[src/rtl/leaf_user_pkg.sv]
// Shared constants and helpers for the leaf shell user-side port logic.
package leaf_user_pkg;

    localparam int PAYLOAD_BITS_DEFAULT = 32;
    localparam int DEPTH_BITS_DEFAULT   = 4;
    localparam int DEPTH                = 1 << DEPTH_BITS_DEFAULT;
    localparam int FULL_COUNT           = DEPTH;

    function automatic int clog2(input int value);
        int result;
        result = 0;
        while ((1 << result) < value) begin
            result = result + 1;
        end
        return result;
    endfunction

endpackage

[src/rtl/user_fifo_ram.sv]
// Simple dual-port storage for the user input FIFO: one write port, one registered read port.
module user_fifo_ram
    import leaf_user_pkg::*;
#(
    parameter int DATA_BITS = PAYLOAD_BITS_DEFAULT,
    parameter int ADDR_BITS = DEPTH_BITS_DEFAULT
) (
    input  logic                 clk_i,
    input  logic                 rst_n_i,
    input  logic                 we_i,
    input  logic [ADDR_BITS-1:0] waddr_i,
    input  logic [DATA_BITS-1:0] wdata_i,
    input  logic [ADDR_BITS-1:0] raddr_i,
    output logic [DATA_BITS-1:0] rdata_o
);

    logic [DATA_BITS-1:0] mem [1 << ADDR_BITS];
    logic [DATA_BITS-1:0] rdata_q;

    always_ff @(posedge clk_i) begin
        if (we_i) begin
            mem[waddr_i] <= wdata_i;
        end
    end

    always_ff @(posedge clk_i or negedge rst_n_i) begin
        if (!rst_n_i) begin
            rdata_q <= '0;
        end else begin
            rdata_q <= mem[raddr_i];
        end
    end

    assign rdata_o = rdata_q;

endmodule

[src/rtl/user_in_port_fifo.sv]
// First-word-fall-through elastic buffer between a leaf_interface output port and an
// ap_fifo style kernel input, with occupancy and sticky underflow status.
module user_in_port_fifo
    import leaf_user_pkg::*;
#(
    parameter int DATA_BITS    = PAYLOAD_BITS_DEFAULT,
    parameter int DEPTH_BITS   = DEPTH_BITS_DEFAULT,
    parameter int AFULL_THRESH = 12
) (
    input  logic                  clk_user,
    input  logic                  reset_n,
    input  logic                  flush,
    input  logic [DATA_BITS-1:0]  din_leaf_interface2user,
    input  logic                  vld_interface2user,
    output logic                  ack_user2interface,
    output logic [DATA_BITS-1:0]  dout_user,
    output logic                  empty_n_user,
    input  logic                  read_user,
    output logic [DEPTH_BITS:0]   count,
    output logic                  almost_full,
    output logic                  err_underflow
);

    localparam int CNT_BITS = clog2(1 << DEPTH_BITS) + 1;
    localparam logic [CNT_BITS-1:0] FULL_CNT  = CNT_BITS'(1 << DEPTH_BITS);
    localparam logic [CNT_BITS-1:0] AFULL_CNT = CNT_BITS'(AFULL_THRESH);

    logic [DEPTH_BITS-1:0] wr_ptr_q, wr_ptr_d;
    logic [DEPTH_BITS-1:0] rd_ptr_q, rd_ptr_d;
    logic [CNT_BITS-1:0]   count_q, count_d;
    logic                  ack_q, ack_d;
    logic                  empty_n_q, empty_n_d;
    logic                  afull_q, afull_d;
    logic                  err_q, err_d;
    logic                  byp_q, byp_d;
    logic [DATA_BITS-1:0]  byp_data_q;
    logic [DATA_BITS-1:0]  ram_rdata;
    logic                  push;
    logic                  pop;

    assign push = vld_interface2user & ack_user2interface;
    assign pop  = empty_n_q & read_user;

    always_comb begin
        wr_ptr_d  = wr_ptr_q;
        rd_ptr_d  = rd_ptr_q;
        count_d   = count_q;
        byp_d     = 1'b0;
        err_d     = err_q | (read_user & ~empty_n_q);
        if (flush) begin
            wr_ptr_d = '0;
            rd_ptr_d = '0;
            count_d  = '0;
        end else begin
            if (push) begin
                wr_ptr_d = wr_ptr_q + 1'b1;
            end
            if (pop) begin
                rd_ptr_d = rd_ptr_q + 1'b1;
            end
            case ({push, pop})
                2'b10:   count_d = count_q + 1'b1;
                2'b01:   count_d = count_q - 1'b1;
                default: count_d = count_q;
            endcase
            // The word being written becomes the head; the RAM read would see stale data.
            byp_d = push && (rd_ptr_d == wr_ptr_q);
        end
        ack_d     = (count_d != FULL_CNT);
        empty_n_d = (count_d != '0);
        afull_d   = (count_d >= AFULL_CNT);
    end

    always_ff @(posedge clk_user or negedge reset_n) begin
        if (!reset_n) begin
            wr_ptr_q   <= '0;
            rd_ptr_q   <= '0;
            count_q    <= '0;
            ack_q      <= 1'b0;
            empty_n_q  <= 1'b0;
            afull_q    <= 1'b0;
            err_q      <= 1'b0;
            byp_q      <= 1'b0;
            byp_data_q <= '0;
        end else begin
            wr_ptr_q  <= wr_ptr_d;
            rd_ptr_q  <= rd_ptr_d;
            count_q   <= count_d;
            ack_q     <= ack_d;
            empty_n_q <= empty_n_d;
            afull_q   <= afull_d;
            err_q     <= err_d;
            byp_q     <= byp_d;
            if (byp_d) begin
                byp_data_q <= din_leaf_interface2user;
            end
        end
    end

    user_fifo_ram #(
        .DATA_BITS(DATA_BITS),
        .ADDR_BITS(DEPTH_BITS)
    ) u_ram (
        .clk_i   (clk_user),
        .rst_n_i (reset_n),
        .we_i    (push),
        .waddr_i (wr_ptr_q),
        .wdata_i (din_leaf_interface2user),
        .raddr_i (rd_ptr_d),
        .rdata_o (ram_rdata)
    );

    assign ack_user2interface = ack_q & ~flush;
    assign dout_user          = byp_q ? byp_data_q : ram_rdata;
    assign empty_n_user       = empty_n_q;
    assign count              = count_q;
    assign almost_full        = afull_q;
    assign err_underflow      = err_q;

endmodule

[config.mk]
export PLATFORM = sky130hd
export DESIGN_NAME = user_in_port_fifo
export DESIGN_NICKNAME = d
export VERILOG_FILES = /design/src/rtl/leaf_user_pkg.sv /design/src/rtl/user_fifo_ram.sv /design/src/rtl/user_in_port_fifo.sv
export SDC_FILE = /design/constraint.sdc
export NUM_CORES = 1
export LEC_CHECK = 0
export ABC_CLOCK_PERIOD_IN_PS = 11200
export BUFFER_PORTS_ARGS = -buffer_cell sky130_fd_sc_hd__buf_2
export CAP_MARGIN = 20
export CORE_MARGIN = 2
export CORE_UTILIZATION = 45
export DETAILED_ROUTE_END_ITERATION = 8
export HOLD_SLACK_MARGIN = 0.12
export PLACE_DENSITY = 0.71
export SYNTH_ARGS = -nofsm -noshare
export SYNTH_HDL_FRONTEND = slang
export SYNTH_HIERARCHICAL = 1
export SYNTH_SLANG_ARGS = --single-unit
[constraint.sdc]
create_clock -name clk_user -period 11.2 [get_ports clk_user]
set_input_delay 0.56 -clock clk_user [delete_from_list [all_inputs] [get_ports clk_user]]
set_output_delay 0.56 -clock clk_user [all_outputs]
set_load 0.01 [all_outputs]
==> qor.yml, run 1 <==
p_int_w: 0.00398
via_count: 10771
antenna_found_initial: 5
clkLatencyLatePin_ps: 610
period_needed_ps: 4040
overflow: 0
drive_above_1_share: 0.337
die_width_um: 229
cts_setup_buffers: 0
numClockSinks: 594
power_frac_seq: 0.502
synth_area_um2: 22800
synth_area_per_cell_um2: 21.7
swShare: 0.231
drc: 0
combPwrFrac: 0.136
fmax_mhz: 247
cp.buffers_inverters: 2
fin_cells: 1874
finalHoldViolCount: 0
io_buffers: 77
grt_pass1_wl_um: 73700
cp_max_fo: 36
placed_area_um2: 24100
async_flop_share: 0.138
rr_worst_depth: 8
grt_pass1_vias: 11352
p_leak_nw: 8.50
hold_path.class: "input pin to register"
ys.flop_type: "edfxtp_1"
rows: 82
grt_use_met3: 0.0342
htreeDepth: 2
ys_seq_elements: 594
final_nets: 1198
ir_worst_vdd_mv: 0.124
yosys_warnings: 6
cp_common_cell: "buf_4"
p_clk_frac: 0.362
viasPerCell: 5.75
grtUsageMet1: 0.256
tightestPinTransition_ps: 1100
cts_tree: "yes"
final_core_util: 0.517
path_cells: "and2_1, xnor2_1, nor2_4, buf_4, buf_4, mux4_2, a22oi_1, nand2_1"
cts_buffers: 56
die_height_um: 229
holdPathStages: 2
core_um2: 50100
cts_root_buffer: "clkbuf_16"
num_io_pins: 78
rsz0062_at_grt: "false"
area_growth_pct: 13.6
yosysSeqAreaShare: 0.765
clock_skew_ps: 17.4
crit_slowest_cell: "nor2_4"
gr-max-usage-layer: "met2"
setup_tns_ps: 0
min_period_over_period: 0.361
slew_violations: 0
start_kind: "register"
worstSetupEndpointType: "register"
synth_edf_count: 512
start_util: 0.455
critPathKind: "register to register"
slew_headroom: 0.265
dpl.cell_count: 1769
dp_hpwl_um: 24300
cp.depth: 8
grt_max_degree: 67
maxCapViolations: 0
drt_iter0_drc: 992
globalRouteMet2Util: 0.323
layout_commonest_cell: "edfxtp_1"
setup_viol: 0
syn-num-nets: 1091
clk_pin_slew_ps: 60
design_area_um2: 25900
critPathArrivalTime_ps: 4520
ys_types: 47
cp_slowest_stage_delay_ps: 730
gp_congestion: 0.747
clockBufferDepth: 3
critPathTopFamily: "buffers and inverters"
postRouteAntennaNets: 0
final_cell_mix: "edfxtp_1 (512), mux4_2 (128), dfrtp_1 (81)"
synth_cells: 1049
outcome: "completed"
drt-total-wl_um: 49400
grt.total_usage: 0.191
critPathRequiredTime_ps: 11680
switching_power_w: 0.00119
cellPowerDensity_nw_per_um2: 200
dr.pass1.iters: 4
die_area_um2: 52500
wl_per_cell_um: 26.4
==> synth_stat cells (all sizes together), types with 2 or more instances <==
library cell  number  area share
clkbuf            23      0.0038
nor3               4     0.00088
and2               2     0.00055
and4b              2     0.00088
xor2               9      0.0035
and3               2     0.00055
mux4             128        0.13
mux2              64       0.037
nor2              24      0.0040
mux2i              3      0.0013
dfrtp             82       0.090
a21oi              6      0.0013
nor4b              2     0.00077
buf               34       0.010
or2                2     0.00055
nand3              7      0.0015
inv                3     0.00049
nand3b             3     0.00099
a21o               3     0.00099
ha                 5      0.0027
edfxtp           512        0.67
a22oi             65       0.021
xnor2              2     0.00077
nand2             38      0.0063
nand2b             4      0.0011
nand4              2     0.00082
nor2b              6      0.0016
==> cells by family (layout without fill, tap and decap cells) <==
group	after synthesis	count (layout)	share of synthesized area
buffers and inverters	61	213	0.0147
flip-flops	594	594	0.765
other	0	1	0
adder cells (fa/ha/maj)	5	5	0.00275
multiplexers	195	195	0.164
XOR/XNOR	13	13	0.00626
AO/OA/AOI/OAI	80	80	0.0256
AND/OR/NAND/NOR	101	101	0.0215
==> routing by layer <==
layer | share of wire | routed length [um] | vias up
li1 | - | - | 4528
met1 | 0.41 | 20100 | 5760
met2 | 0.50 | 24700 | 398
met3 | 0.070 | 3480 | 79
met4 | 0.022 | 1060 | 6
met5 | 0.00089 | 44 | -
==> worst paths after layout <==
check	end	start	slack (ps)
setup reg to reg	u_ram/rdata_o[16]	empty_n_user	7160
hold / removal	err_underflow	read_user	240
min in group asynchronous	count[3]	reset_n	440
hold reg to reg	err_underflow	err_underflow	460
setup / recovery	u_ram/rdata_o[16]	empty_n_user	7160
max in group asynchronous	byp_q	reset_n	9500
==> sequential cells by signal, summed over array words and instances (netlist names) <==
| name | count |
|---|---|
| ack_q | 1 |
| byp_data_q | 32 |
| byp_q | 1 |
| wr_ptr_q | 4 |
| u_ram/rdata_o | 32 |
| almost_full | 1 |
| rd_ptr_q | 4 |
| empty_n_user | 1 |
| count | 5 |
| u_ram/mem | 512 |
| err_underflow | 1 |
==> cell type report <==
class	count	area (um2)
fill	3903	24200
sequential	594	17400
multi-input combinational	394	5180
clock buffer	72	1500
tap	672	841
timing repair buffer	106	608
clock inverter	31	312
inverter	4	15.0
antenna	1	2.50
==> through the flow <==
step                total power [W]  worst slack (ps)  hold WS, ps
floorplan                   0.00316              7040          264
global placement            0.00334              6880          451
detailed placement          0.00336              6790          461
CTS                         0.00522              7010          226
global route                0.00537              6700          255
finish                      0.00518              7160          240
==> timing repair <==
action / 4_1_cts / 5_1_grt
endpoints found under the setup margin: 0 / 0
endpoints found under the hold margin: 27 / 0
gates resized for setup: 0 / 0
hold buffers: 1 / 0
==> power by group through the flow <==
stage | clock [W] | combinational (W) | sequential (W)
final | 0.00187 | 0.000705 | 0.00260
after global routing | 0.00199 | 0.000768 | 0.00261
after CTS | 0.00191 | 0.000720 | 0.00260
after detailed placement | 0 | 0.000717 | 0.00264
after global placement | 0 | 0.000705 | 0.00264
after floorplan | 0 | 0.000553 | 0.00261
Note: power is estimated with default switching activity, not from simulation.
==> inputs of run 2 (changes only) <==
Settings changed: ABC_CLOCK_PERIOD_IN_PS 11200 to 4100.
Clock period 11.2 ns to 4.1 ns, I/O delays scaled along.
==> run 2 against run 1 <==
Net effect:
- combinational power grew to 2.8 times the previous value
- clock-buffer cell count is 4 higher
- sequential share of layout area is 1.8 points lower
==> qor.yml, run 2 (synthesis results as in run 1) <==
placed_area_um2: 24200  # +0.58%
dr.pass1.iters: 5  # +1
dp_hpwl_um: 25400  # +4.8%
ir_worst_vdd_mv: 0.361  # +190%
setup_tns_ps: 0  # unchanged
rsz0062_at_grt: "false"
critPathArrivalTime_ps: 3350  # -1170 ps
grt_pass1_vias: 11378  # +0.23%
hold_path.class: "input pin to async pin"
setup_viol: 0  # unchanged
drt-total-wl_um: 48300  # -2.2%
postRouteAntennaNets: 0  # unchanged
p_leak_nw: 8.80  # +3.6%
clockBufferDepth: 3  # unchanged
cp_max_fo: 18  # -50%
drive_above_1_share: 0.337  # about the same
via_count: 10944  # +1.6%
wl_per_cell_um: 25.2  # -4.6%
gp_congestion: 0.771  # +3.2%
final_cell_mix: "edfxtp_1 (512), mux4_2 (128), dfrtp_1 (81)"
die_height_um: 229  # unchanged
largest-register: "u_ram/mem"
start_kind: "register"
swShare: 0.227  # -0.00350
final_nets: 1241  # +3.6%
drt_iter0_drc: 892  # -10%
tightestPinTransition_ps: 1000  # -102 ps
io_buffers: 77  # unchanged
fin_cells: 1921  # +2.5%
drc: 0  # unchanged
maxCapViolations: 0  # unchanged
rows: 82  # unchanged
grt_pass1_wl_um: 73200  # -0.66%
die_area_um2: 52500  # unchanged
min_period_over_period: 0.700  # +0.339
place_ws_ps: 1270  # -5520 ps
power_frac_seq: 0.486  # -0.016
critPathKind: "register to register"
cts_tree: "yes"
viasPerCell: 5.70  # -0.88%
clkLatencyLatePin_ps: 600  # about the same
clk_pin_slew_ps: 60  # about the same
slew_violations: 0  # unchanged
switching_power_w: 0.00332  # +180%
overflow: 0  # unchanged
worstSetupEndpointType: "register"
p_int_w: 0.0113  # +180%
rr_worst_depth: 7  # -1
die_width_um: 229  # unchanged
design_area_um2: 26600  # +2.7%
period_needed_ps: 2870  # -1170 ps
layout_commonest_cell: "edfxtp_1"
cts_setup_buffers: 0  # unchanged
combPwrFrac: 0.136  # about the same
p_clk_frac: 0.378  # +0.016
grt.total_usage: 0.187  # -0.00398
largest_reg_flops: 512  # unchanged
area_growth_pct: 16.6
fmax_mhz: 348  # +41%
setup_slack_ps: 1230  # -5930 ps
cellPowerDensity_nw_per_um2: 550  # +180%
finalHoldViolCount: 0  # unchanged
whs_ps: 287  # +47.5 ps
critPathRequiredTime_ps: 4570  # -7110 ps
num_io_pins: 78  # unchanged
cts_root_buffer: "clkbuf_16"
slew_headroom: 0.333  # +0.0679
numClockSinks: 594  # unchanged
htreeDepth: 2  # unchanged
outcome: "completed"
start_util: 0.455  # unchanged
grt_max_degree: 58  # -13%
cts_buffers: 57  # +1.8%
dpl.cell_count: 1776  # +0.40%
antenna_found_initial: 1  # -4
clock_skew_ps: 11.0  # -6.37 ps
core_um2: 50100  # unchanged
[run 2: metal layers]
layer | wire length [um] | GRT usage | vias up | share of wire
li1 | - | - | 4633 | -
met1 | 20300 | 0.254 | 5896 | 0.42
met3 | 3120 | 0.0387 | 70 | 0.065
met5 | 0 | 0 | - | 0
met2 | 23900 | 0.309 | 345 | 0.49
met4 | 992 | 0.0528 | 0 | 0.021
[run 2: worst paths after layout]
kind / slack (ps) / from / endpoint
min in group clk_user: 450 / err_underflow / err_underflow
hold reg to reg: 450 / err_underflow / err_underflow
setup reg to reg: 1230 / rd_ptr_q[0] / byp_data_q[15]
setup / recovery: 1230 / rd_ptr_q[0] / byp_data_q[15]
max in group asynchronous: 2870 / reset_n / byp_q
hold / removal: 290 / reset_n / count[2]
[run 2: cell type report]
cell class,instances,area [um2]
fillers,3887,23500
flip-flops and latches,594,17400
multi-input cells,394,5180
clock buffers,76,1610
repair buffers,148,1100
well taps,672,841
clock inverters,32,407
inverters,4,15.0
diodes,1,2.50
[run 2: critical path, stage by stage, from the launching register on]
cell	delay [ps]
dfrtp_1	430
ha_1	310
nand3_1	170
a21oi_1	90
and4b_1	270
and3_2	790
buf_4	360
mux2_4	320
[run 2: metrics by stage]
step                      power, W  utilization
final                       0.0146        0.531
after global routing        0.0152        0.531
after CTS                   0.0148        0.531
after detailed placement   0.00922        0.483
after global placement     0.00918        0.483
after floorplan            0.00863            -
[run 2: what timing repair did]
item	in CTS	in global routing
hold endpoints to repair	607	0
hold buffers	36	0
gates resized for setup	0	0
[run 2: power groups by stage]
stage | Combinational, W | Sequential (W) | Clock, W
floorplan | 0.00151 | 0.00712 | 0
global placement | 0.00196 | 0.00721 | 0
detailed placement | 0.00199 | 0.00723 | 0
CTS | 0.00203 | 0.00711 | 0.00563
global route | 0.00216 | 0.00714 | 0.00585
finish | 0.00199 | 0.00710 | 0.00553
==> inputs of run 3 (changes only) <==
Settings changed: ABC_CLOCK_PERIOD_IN_PS 4100 to 2600, PLACE_DENSITY 0.71 to 0.73.
Clock period 4.1 ns to 2.6 ns, I/O delays scaled along.
==> run 3 against run 2 <==
Net effect:
- clock-buffer cell count rose by 1
- worst setup slack got worse by 1100 ps
- via count rose by 0.18%
- wire length rose by 3.0%
- critical path depth rose by 1
- sequential share of layout area fell by 0.76 points
- maximum frequency rose by 16%
- clock power rose by 44%
- critical path type unchanged
==> qor.yml, run 3 (synthesis results as in run 1) <==
outcome: "completed"
grt.total_usage: 0.193  # +0.00578
crit_slowest_cell: "nor2_4"
io_buffers: 77  # unchanged
fmax_mhz: 404  # +16%
die_height_um: 229  # unchanged
wl_per_cell_um: 25.7  # +2.0%
setup_viol: 0  # unchanged
cts_tree: "yes"
final_cell_mix: "edfxtp_1 (512), mux4_2 (128), dfrtp_1 (81)"
largest-register: "u_ram/mem"
fillers: 3823  # -1.6%
whs_ps: 385  # +97.4 ps
setup_tns_ps: 0  # unchanged
drt-total-wl_um: 49800  # +3.0%
path_cells: "ha_1, nand3_1, xor2_1, nor2_1, nor2_4, buf_4, a22oi_1, nand2_1"
drive_above_1_share: 0.338  # +0.000466
via_count: 10964  # +0.18%
die_area_um2: 52500  # unchanged
clockBufferDepth: 3  # unchanged
critPathArrivalTime_ps: 3000  # -350 ps
clk_pin_slew_ps: 60  # about the same
grt_pass1_wl_um: 74900  # +2.3%
rows: 82  # unchanged
regArea_um2: 17400  # unchanged
tightestPinTransition_ps: 1090  # +92.8 ps
antenna_found_initial: 3  # +2
viasPerCell: 5.65  # -0.85%
hold_path.class: "input pin to register"
critPathRequiredTime_ps: 3130  # -1440 ps
critPathTopFamily: "simple AND/OR/NAND/NOR gates"
cts_setup_buffers: 0  # unchanged
dr.pass1.iters: 5  # unchanged
slew_violations: 0  # unchanged
combPwrFrac: 0.151  # +0.015
num_io_pins: 78  # unchanged
swShare: 0.229  # +0.00241
cp_slowest_stage_delay_ps: 850  # +60 ps
p_int_w: 0.0173  # +53%
core_um2: 50100  # unchanged
final_nets: 1265  # +1.9%
cp_max_fo: 27  # +9
period_needed_ps: 2480  # -395 ps
grt_max_degree: 47  # -19%
switching_power_w: 0.00516  # +55%
start_util: 0.455  # unchanged
cp.buffers_inverters: 1  # unchanged
slew_headroom: 0.269  # -0.0636
dp_hpwl_um: 25700  # +1.1%
htreeDepth: 2  # unchanged
dpl.cell_count: 1798  # +1.2%
gr-max-usage-layer: "met2"
fin_cells: 1941  # +1.0%
grtUsageMet1: 0.269  # +0.0149
cts_buffers: 56  # -1.8%
finalHoldViolCount: 0  # unchanged
place_ws_ps: 132  # -1140 ps
setup_slack_ps: 123  # -1100 ps
globalRouteMet2Util: 0.319  # +0.0108
drt_iter0_drc: 1091  # +22%
min_period_over_period: 0.953  # +0.252
rsz0062_at_grt: "false"
p_leak_nw: 8.87  # +0.72%
cellPowerDensity_nw_per_um2: 836  # +52%
overflow: 0  # unchanged
critPathKind: "register to register"
maxCapViolations: 0  # unchanged
drc: 0  # unchanged
p_clk_frac: 0.354  # -0.024
area_growth_pct: 18.0
multi_input_area_um2: 5210  # +0.58%
clock_skew_ps: 11.2  # +0.192 ps
die_width_um: 229  # unchanged
gp_congestion: 0.768  # -0.43%
clkLatencyLatePin_ps: 590  # about the same
start_kind: "register"
ir_worst_vdd_mv: 0.507  # +40%
largest_reg_flops: 512  # unchanged
grt_use_met3: 0.0295  # -0.00921
cts_root_buffer: "clkbuf_16"
layout_commonest_cell: "edfxtp_1"
power_frac_seq: 0.496  # +0.010
postRouteAntennaNets: 0  # unchanged
grt_pass1_vias: 11492  # +1.0%
numClockSinks: 594  # unchanged
worstSetupEndpointType: "register"
## run 3: cell types whose count changed in the layout (fill, tap and decap cells not counted), sizes merged
cell         change
clkinv           -2
inv              -1
bufinv           -4
clkbuf           +1
dlygate4sd3      +3
buf             +22
diode            +1
## run 3: routing by layer
metal | vias up | wire [um] | part of all wire
met5 | - | 13 | 0.00026
met4 | 2 | 871 | 0.017
met3 | 71 | 3200 | 0.064
met2 | 372 | 25100 | 0.51
met1 | 5848 | 20600 | 0.41
li1 | 4671 | - | -
## run 3: worst register-to-register path, cell delays in order (launching register included)
cell,delay (ps)
dfrtp_1,410
ha_1,190
nand3_1,90
xor2_1,220
nor2_1,120
nor2_4,850
buf_4,340
a22oi_1,110
nand2_1,90
## run 3: final cells by class
type	instances	share of cell area
well taps	672	0.0313
repair buffers	173	0.0602
multi-input cells	394	0.194
flip-flops and latches	594	0.648
clock inverters	25	0.00907
diodes	2	0.000186
inverters	4	0.000558
clock buffers	77	0.0570
## run 3: path summary, 6_finish.rpt
kind,startpoint,endpoint,slack (ps),depth (start not counted)
setup / recovery,rd_ptr_q[1],u_ram/rdata_o[7],120,8
hold / removal,read_user,err_underflow,380,3
setup reg to reg,rd_ptr_q[1],u_ram/rdata_o[7],120,8
hold reg to reg,err_underflow,err_underflow,470,1
max in group asynchronous,reset_n,count[3],460,4
min in group asynchronous,reset_n,u_ram/rdata_o[28],590,3
## run 3: power groups by stage
stage / logic (W) / registers [W] / clock network [W]
3_5_place_dp: 0.00338 / 0.0113 / 0
2_1_floorplan: 0.00238 / 0.0112 / 0
5_1_grt: 0.00366 / 0.0112 / 0.00846
3_3_place_gp: 0.00333 / 0.0113 / 0
6_report: 0.00339 / 0.0111 / 0.00795
4_1_cts: 0.00345 / 0.0111 / 0.00811
## run 3: what timing repair did
action,CTS,global route
setup endpoints to repair,0,3
gates resized for setup,0,2
hold buffers,39,0
hold endpoints to repair,639,0
## run 3: stage by stage
stage | utilization | instance area, um2 | total power (W)
2_1_floorplan | - | 22800 | 0.0136
3_3_place_gp | 0.494 | 24700 | 0.0146
3_5_place_dp | 0.494 | 24700 | 0.0147
4_1_cts | 0.537 | 26900 | 0.0227
5_1_grt | 0.537 | 26900 | 0.0233
6_report | 0.537 | 26900 | 0.0225
